**src/rtl/irq_stim_pkg.sv**
```systemverilog
// irq_stim_pkg: shared types for the interrupt stimulus generator.
// Source modes, per-source config bundle and the LFSR step.
package irq_stim_pkg;

  localparam int CFG_CNT_W = 32;
  localparam int CFG_ID_W  = 32;

  // Galois taps for x^16+x^14+x^13+x^11+1 (right-shifting form)
  localparam logic [15:0] LFSR_POLY = 16'hB400;

  typedef enum logic [1:0] {
    MODE_OFF      = 2'd0,
    MODE_ONESHOT  = 2'd1,
    MODE_PERIODIC = 2'd2,
    MODE_RANDOM   = 2'd3
  } irq_mode_e;

  typedef struct packed {
    irq_mode_e              mode;
    logic [CFG_CNT_W-1:0]   period;
    logic [CFG_ID_W-1:0]    id;
    logic                   sec;
  } irq_src_cfg_t;

  function automatic logic [15:0] lfsr_step(
    input logic [15:0] s
  );
    return s[0] ? ((s >> 1) ^ LFSR_POLY)
                : (s >> 1);
  endfunction

endpackage

```
**src/rtl/irq_stim_chan.sv**
```systemverilog
// irq_stim_chan: one interrupt source.
// Holds mode/period/ID, counts down, fires and tracks pending.
module irq_stim_chan
  import irq_stim_pkg::*;
#(
  parameter int CNT_WIDTH = 16,
  parameter int ID_WIDTH  = 5
) (
  input  logic                 clk_i,
  input  logic                 rst_ni,
  input  logic                 enable_i,
  input  logic                 we_i,
  input  irq_src_cfg_t         cfg_i,
  input  logic [CNT_WIDTH-1:0] rnd_i,
  input  logic                 clr_i,
  output logic                 fire_o,
  output logic                 overrun_o,
  output logic                 pending_o,
  output logic [ID_WIDTH-1:0]  id_o,
  output logic                 sec_o
);

  irq_mode_e            mode_q;
  logic [CNT_WIDTH-1:0] cnt_q;
  logic [CNT_WIDTH-1:0] period_q;
  logic [CNT_WIDTH-1:0] wr_period;
  logic                 unused_cfg;

  assign wr_period  = cfg_i.period[CNT_WIDTH-1:0];
  assign unused_cfg = ^{cfg_i.period, cfg_i.id};

  assign fire_o = enable_i
               && (mode_q != MODE_OFF)
               && (cnt_q == '0);

  // a fire on a source being cleared is not an overrun
  assign overrun_o = fire_o && pending_o && !clr_i;

  // config write, countdown and reload on fire
  always_ff @(posedge clk_i or negedge rst_ni) begin
    if (!rst_ni) begin
      mode_q   <= MODE_OFF;
      cnt_q    <= '0;
      period_q <= '0;
      id_o     <= '0;
      sec_o    <= 1'b0;
    end else if (we_i) begin
      mode_q   <= cfg_i.mode;
      period_q <= wr_period;
      id_o     <= cfg_i.id[ID_WIDTH-1:0];
      sec_o    <= cfg_i.sec;
      if (cfg_i.mode == MODE_RANDOM)
        cnt_q <= (rnd_i & wr_period)
               | CNT_WIDTH'(1);
      else
        cnt_q <= wr_period;
    end else if (fire_o) begin
      unique case (mode_q)
        MODE_ONESHOT:  mode_q <= MODE_OFF;
        MODE_PERIODIC: cnt_q  <= period_q;
        MODE_RANDOM:   cnt_q  <= (rnd_i & period_q)
                               | CNT_WIDTH'(1);
        default: ;
      endcase
    end else if (enable_i && mode_q != MODE_OFF) begin
      cnt_q <= cnt_q - CNT_WIDTH'(1);
    end
  end

  // pending: set by fire, cleared by accept; fire wins a tie
  always_ff @(posedge clk_i or negedge rst_ni) begin
    if (!rst_ni)
      pending_o <= 1'b0;
    else if (fire_o)
      pending_o <= 1'b1;
    else if (clr_i)
      pending_o <= 1'b0;
  end

endmodule

```
**src/rtl/irq_stim_gen.sv**
```systemverilog
// irq_stim_gen: N-source interrupt stimulus for the core bench.
// LFSR, fixed-priority grant latch, ack handshake, statistics.
module irq_stim_gen
  import irq_stim_pkg::*;
#(
  parameter int          N_SRC     = 4,
  parameter int          ID_WIDTH  = 5,
  parameter int          CNT_WIDTH = 16,
  parameter logic [15:0] LFSR_SEED = 16'hACE1,
  localparam int SRC_W = (N_SRC > 1) ? $clog2(N_SRC) : 1
) (
  input  logic                 clk_i,
  input  logic                 rst_ni,
  input  logic                 enable_i,
  input  logic                 cfg_we_i,
  input  logic [SRC_W-1:0]     cfg_src_i,
  input  logic [1:0]           cfg_mode_i,
  input  logic [CNT_WIDTH-1:0] cfg_period_i,
  input  logic [ID_WIDTH-1:0]  cfg_id_i,
  input  logic                 cfg_sec_i,
  output logic                 irq_o,
  output logic [ID_WIDTH-1:0]  irq_id_o,
  output logic                 irq_sec_o,
  input  logic                 irq_ack_i,
  input  logic [ID_WIDTH-1:0]  irq_ack_id_i,
  output logic [N_SRC-1:0]     pending_o,
  output logic [31:0]          event_cnt_o,
  output logic [31:0]          overrun_cnt_o,
  output logic [31:0]          spurious_cnt_o
);

  logic [15:0]             lfsr_q;
  logic [CNT_WIDTH+15:0]   lfsr_ext;
  logic [CNT_WIDTH-1:0]    rnd;
  irq_src_cfg_t            cfg;
  logic [N_SRC-1:0]        fire;
  logic [N_SRC-1:0]        ovr;
  logic [N_SRC-1:0]        clr;
  logic [ID_WIDTH-1:0]     src_id  [N_SRC];
  logic                    src_sec [N_SRC];
  logic [SRC_W-1:0]        gnt_q;
  logic [SRC_W-1:0]        pick;
  logic                    accept;
  logic                    spurious;
  logic [31:0]             n_fire;
  logic [31:0]             n_ovr;

  assign lfsr_ext = {{CNT_WIDTH{1'b0}}, lfsr_q};
  assign rnd      = lfsr_ext[CNT_WIDTH-1:0];

  assign cfg = '{
    mode:   irq_mode_e'(cfg_mode_i),
    period: CFG_CNT_W'(cfg_period_i),
    id:     CFG_ID_W'(cfg_id_i),
    sec:    cfg_sec_i
  };

  assign accept   = irq_ack_i && irq_o
                 && (irq_ack_id_i == irq_id_o);
  assign spurious = irq_ack_i && !accept;

  for (genvar g = 0; g < N_SRC; g++) begin : g_src
    logic we;
    assign we     = cfg_we_i && (cfg_src_i == SRC_W'(g));
    assign clr[g] = accept && (gnt_q == SRC_W'(g));

    irq_stim_chan #(
      .CNT_WIDTH (CNT_WIDTH),
      .ID_WIDTH  (ID_WIDTH)
    ) u_chan (
      .clk_i     (clk_i),
      .rst_ni    (rst_ni),
      .enable_i  (enable_i),
      .we_i      (we),
      .cfg_i     (cfg),
      .rnd_i     (rnd),
      .clr_i     (clr[g]),
      .fire_o    (fire[g]),
      .overrun_o (ovr[g]),
      .pending_o (pending_o[g]),
      .id_o      (src_id[g]),
      .sec_o     (src_sec[g])
    );
  end

  // LFSR free-runs, independent of enable
  always_ff @(posedge clk_i or negedge rst_ni) begin
    if (!rst_ni)
      lfsr_q <= LFSR_SEED;
    else
      lfsr_q <= lfsr_step(lfsr_q);
  end

  // lowest-index pending source and per-cycle event tallies
  always_comb begin
    pick   = '0;
    n_fire = '0;
    n_ovr  = '0;
    for (int i = N_SRC - 1; i >= 0; i--) begin
      if (pending_o[i])
        pick = SRC_W'(i);
    end
    for (int i = 0; i < N_SRC; i++) begin
      n_fire = n_fire + 32'(fire[i]);
      n_ovr  = n_ovr + 32'(ovr[i]);
    end
  end

  // grant latch: request holds until accepted, then drops a cycle
  always_ff @(posedge clk_i or negedge rst_ni) begin
    if (!rst_ni) begin
      irq_o     <= 1'b0;
      irq_id_o  <= '0;
      irq_sec_o <= 1'b0;
      gnt_q     <= '0;
    end else if (accept) begin
      irq_o <= 1'b0;
    end else if (!irq_o && |pending_o) begin
      irq_o     <= 1'b1;
      gnt_q     <= pick;
      irq_id_o  <= src_id[pick];
      irq_sec_o <= src_sec[pick];
    end
  end

  // statistics, free-wrapping
  always_ff @(posedge clk_i or negedge rst_ni) begin
    if (!rst_ni) begin
      event_cnt_o    <= '0;
      overrun_cnt_o  <= '0;
      spurious_cnt_o <= '0;
    end else begin
      event_cnt_o    <= event_cnt_o + n_fire;
      overrun_cnt_o  <= overrun_cnt_o + n_ovr;
      spurious_cnt_o <= spurious_cnt_o
                      + 32'(spurious);
    end
  end

endmodule
```
**config.mk**
```make
export PLATFORM = sky130hd
export DESIGN_NAME = irq_stim_gen
export DESIGN_NICKNAME = d
export VERILOG_FILES = /design/src/rtl/irq_stim_pkg.sv /design/src/rtl/irq_stim_chan.sv /design/src/rtl/irq_stim_gen.sv
export SDC_FILE = /design/constraint.sdc
export NUM_CORES = 1
export LEC_CHECK = 0
export BUFFER_PORTS_ARGS = -buffer_cell sky130_fd_sc_hd__buf_2
export CORE_ASPECT_RATIO = 0.9
export CORE_MARGIN = 5
export CORE_UTILIZATION = 30
export CTS_CLUSTER_SIZE = 24
export DETAILED_ROUTE_END_ITERATION = 7
export PLACE_DENSITY = 0.48
export RECOVER_POWER = 25
export SLEW_MARGIN = 30
export SYNTH_ARGS = -nofsm -noshare
export SYNTH_HDL_FRONTEND = slang
export SYNTH_SLANG_ARGS = --single-unit
```
**constraint.sdc**
```tcl
create_clock -name clk_i -period 13.8 [get_ports clk_i]
set_clock_uncertainty 0.2 [all_clocks]
set_input_delay 0.69 -clock clk_i [delete_from_list [all_inputs] [get_ports clk_i]]
set_output_delay 0.69 -clock clk_i [all_outputs]
set_load 0.02 [all_outputs]
```
==> flow_metrics.tcl <==
set metrics [dict create \
    hold_depth 3 \
    floorplan.core_area_um2 48000 \
    die_y_um 219 \
    ios 143 \
    violations "capacitance limit, slew limit" \
    cts_tree "yes" \
    drive_above_1_share 0.152 \
    clkSinkCount 285 \
    p_sw_uw 871 \
    htree_levels 2 \
    critPathMaxFanout 98 \
    grt_overflow 0 \
    die_x_um 242 \
    synth_seq_cells 285 \
    grt_pass1_wl_um 76300 \
    synth_area_leader_cell "dfrtp_1" \
    worstSetupPathType "input pin to async pin" \
    drtIter0Drc 1147 \
    finalCriticalPeriod_ns 7.33 \
    power_density_nw_per_um2 151 \
    syn-cell-area_um2 14600 \
    port_buffers 142 \
    drt_pass1_iterations 5 \
    synth_commonest_cells "nand2_1, dfrtp_1, o21ai_0, nor2_1, xnor2_1" \
    netlist_instances 1587 \
    cp-end-kind "async pin" \
    startpoint "rst_ni" \
    seqPwrFrac 0.432 \
    async_flop_share 1.00 \
    relSlewSlack -2.76 \
    reg2reg_slack_ns 8.42 \
    syn_to_final_growth_pct 17.0 \
    cpMaxStageDelayCell "clkbuf_1" \
    start_util 0.304 \
    fmax_mhz 136 \
    syn_nets 1641 \
    fin_area_um2 17100 \
    final_net_count 1760 \
    synth_edf_count 0 \
    rr_endpoint "overrun_cnt_o[28]" \
    ant_nets 0 \
    ys_top_cells_by_area "dfrtp_1, nand2_1, xnor2_1" \
    fillCellCount 4896 \
    crit_path_frequent_cell "buf_4" \
    dpl-instance-area_um2 15900 \
    wl_per_cell_um 20.9 \
    grt_max_degree 99 \
    cap_violations 5 \
    setup_viol 0 \
    grtUsageTotal 0.181 \
    antenna_found_initial 1 \
    routed_wl_um 49200 \
    max_stage_delay_ns 3.90 \
    antenna_cells 0 \
    finalHoldViolCount 0 \
    leakage_uw 0.00787 \
    die-area_um2 53200 \
    fin_tns_setup_ns 0 \
    ys_warn_count 0 \
    synth_seq_area_share 0.489 \
    clockBufferDepth 3 \
    r2r-start "g_src[0].u_chan.cnt_q[0]" \
    synth_flop_cell "dfrtp_1" \
    rr_worst_depth 16 \
    pwr-share-comb 0.205 \
    cts_root_buffer "clkbuf_16" \
    intPower_uw 1710 \
    synth_cell_type_count 80 \
    period_share 0.531 \
    dpl.hpwl_um 33100 \
    status "complete, but fails checks" \
    vdd_drop_max_uv 63.9 \
    p_clk_frac 0.362 \
    maxSlewViolCount 277 \
    cp.arrival_ns 7.75 \
    synth_most_common_cell "nand2_1" \
    rsz0062_at_grt "no" \
    cp_data_required_time_ns 14.22 \
    clock_latency_ns 0.56 \
    crit_chain "dlygate4sd3_1 -> clkbuf_1 -> buf_4 -> buf_4 -> buf_6" \
    drc 0 \
    viasPerCell 5.27 \
    synth_top_area_frac 0.475 \
    rows 76 \
    critPathCapture "spurious_cnt_o[29]" \
    hold_class "input pin to flop" \
    syn_area_per_cell_um2 9.19 \
    cts.clk_slew.worst_paths_ns 0.06 \
    routabilityCongestion 0.826 \
    cts_resized 0 \
    cts_buffers 36 \
    startpoint_type "input pin" \
    num_vias 12400 \
    p_sw_frac 0.337 \
    grt_pass1_vias 12400 \
    worst_slew_pin_slew_ns 5.64 \
]
==> sequential cells by signal (all words and copies together) (netlist names), 2 cells and up <==
name                    cells
g_src.u_chan.cnt_q         64
g_src.u_chan.period_q      64
event_cnt_o                32
overrun_cnt_o              32
spurious_cnt_o             32
g_src.u_chan.id_o          20
lfsr_q                     16
g_src.u_chan.mode_q         8
irq_id_o                    5
g_src.u_chan.pending_o      4
g_src.u_chan.sec_o          4
gnt_q                       2
==> per-layer routing <==
| metal | global-route usage | routed length [um] |
|---|---|---|
| met2 | 0.285 | 22500 |
| met5 | 0 | 0 |
| met1 | 0.254 | 22600 |
| met4 | 0.0512 | 1330 |
| met3 | 0.0367 | 2810 |
==> worst min path at each step <==
| stage | endpoint | slack, ns | from |
|---|---|---|---|
| floorplan | lfsr_q[6] | 0.17 | lfsr_q[7] |
| global placement | lfsr_q[15] | 0.20 | lfsr_q[0] |
| detailed placement | lfsr_q[15] | 0.20 | lfsr_q[0] |
| CTS | g_src[2].u_chan.id_o[4] | 0.14 | cfg_id_i[4] |
| global route | g_src[2].u_chan.id_o[0] | 0.17 | cfg_id_i[0] |
| finish | g_src[2].u_chan.id_o[4] | 0.17 | cfg_id_i[4] |
==> layout make-up <==
cell class                 count  area [um^2]  area share
clock buffer                  50         1020      0.0600
clock inverter                15          138     0.00806
inverter                      44          165     0.00968
multi-input combinational   1179         6980       0.409
sequential                   285         7140       0.418
tap                          624          781      0.0457
timing repair buffer         160          838      0.0491
==> power groups by stage <==
stage / Sequential (uW) / Combinational, uW / Clock [uW]
global placement: 1120 / 524 / 0
floorplan: 1100 / 360 / 0
CTS: 1110 / 530 / 962
global route: 1140 / 597 / 991
detailed placement: 1120 / 527 / 0
finish: 1120 / 530 / 936
==> layout by cell type (no fill, tap or decap), types with 8 or more instances in the layout <==
cell       count
buf_2        140
nand2_1      358
or3_1         13
nand4_1       30
inv_1         43
nor4_1        21
a32oi_1       10
o22ai_1       18
nor2_1        77
ha_1          12
a21oi_1       46
o21a_1        11
buf_4         13
and4_1        11
clkbuf_1      12
clkbuf_16     36
a211oi_1      10
dfstp_1        8
o21ai_1       12
or2_2         13
a31oi_1       13
xor2_1        38
nor3_1        40
o21ai_0       92
xnor2_1       76
o2111ai_1      8
a22oi_1        9
o211ai_1      15
nand2b_1      10
clkinv_2       8
and3_1        24
dfrtp_1      277
o31ai_1       21
nand3_1       73
==> metrics by stage <==
step / utilization / setup slack (ns) / hold slack [ns] / total power, uW / instances
global placement: 0.331 / 8.63 / 0.196 / 1650 / 2291
global route: 0.355 / 5.00 / 0.171 / 2720 / 2357
detailed placement: 0.331 / 8.41 / 0.195 / 1650 / 2291
CTS: 0.356 / 8.48 / 0.138 / 2600 / 2357
finish: 0.355 / 6.47 / 0.172 / 2580 / 2357
floorplan: - / 9.24 / 0.174 / 1460 / 1587
==> worst max-delay path, delay by kind of cell <==
| kind | cells | cell delay (ns) |
|---|---|---|
| buffers and inverters | 5 | 6.88 |
==> logic make-up (layout without fill, tap and decap cells) <==
group	after synthesis	in the layout	share of synthesized area
muxes	14	14	0.0153
adders and majority gates	18	18	0.0185
and+or+nand+nor	716	716	0.232
AOI/OAI and AO/OA	317	317	0.141
xor gates and xnor gates	114	114	0.0684
buffers and inverters	123	269	0.0346
DFF	285	285	0.489
==> what timing repair did <==
action,CTS,global route
setup buffers,0,0
hold buffers,1,0
hold endpoints to repair,5,0
(Power assumes the default switching activity.)
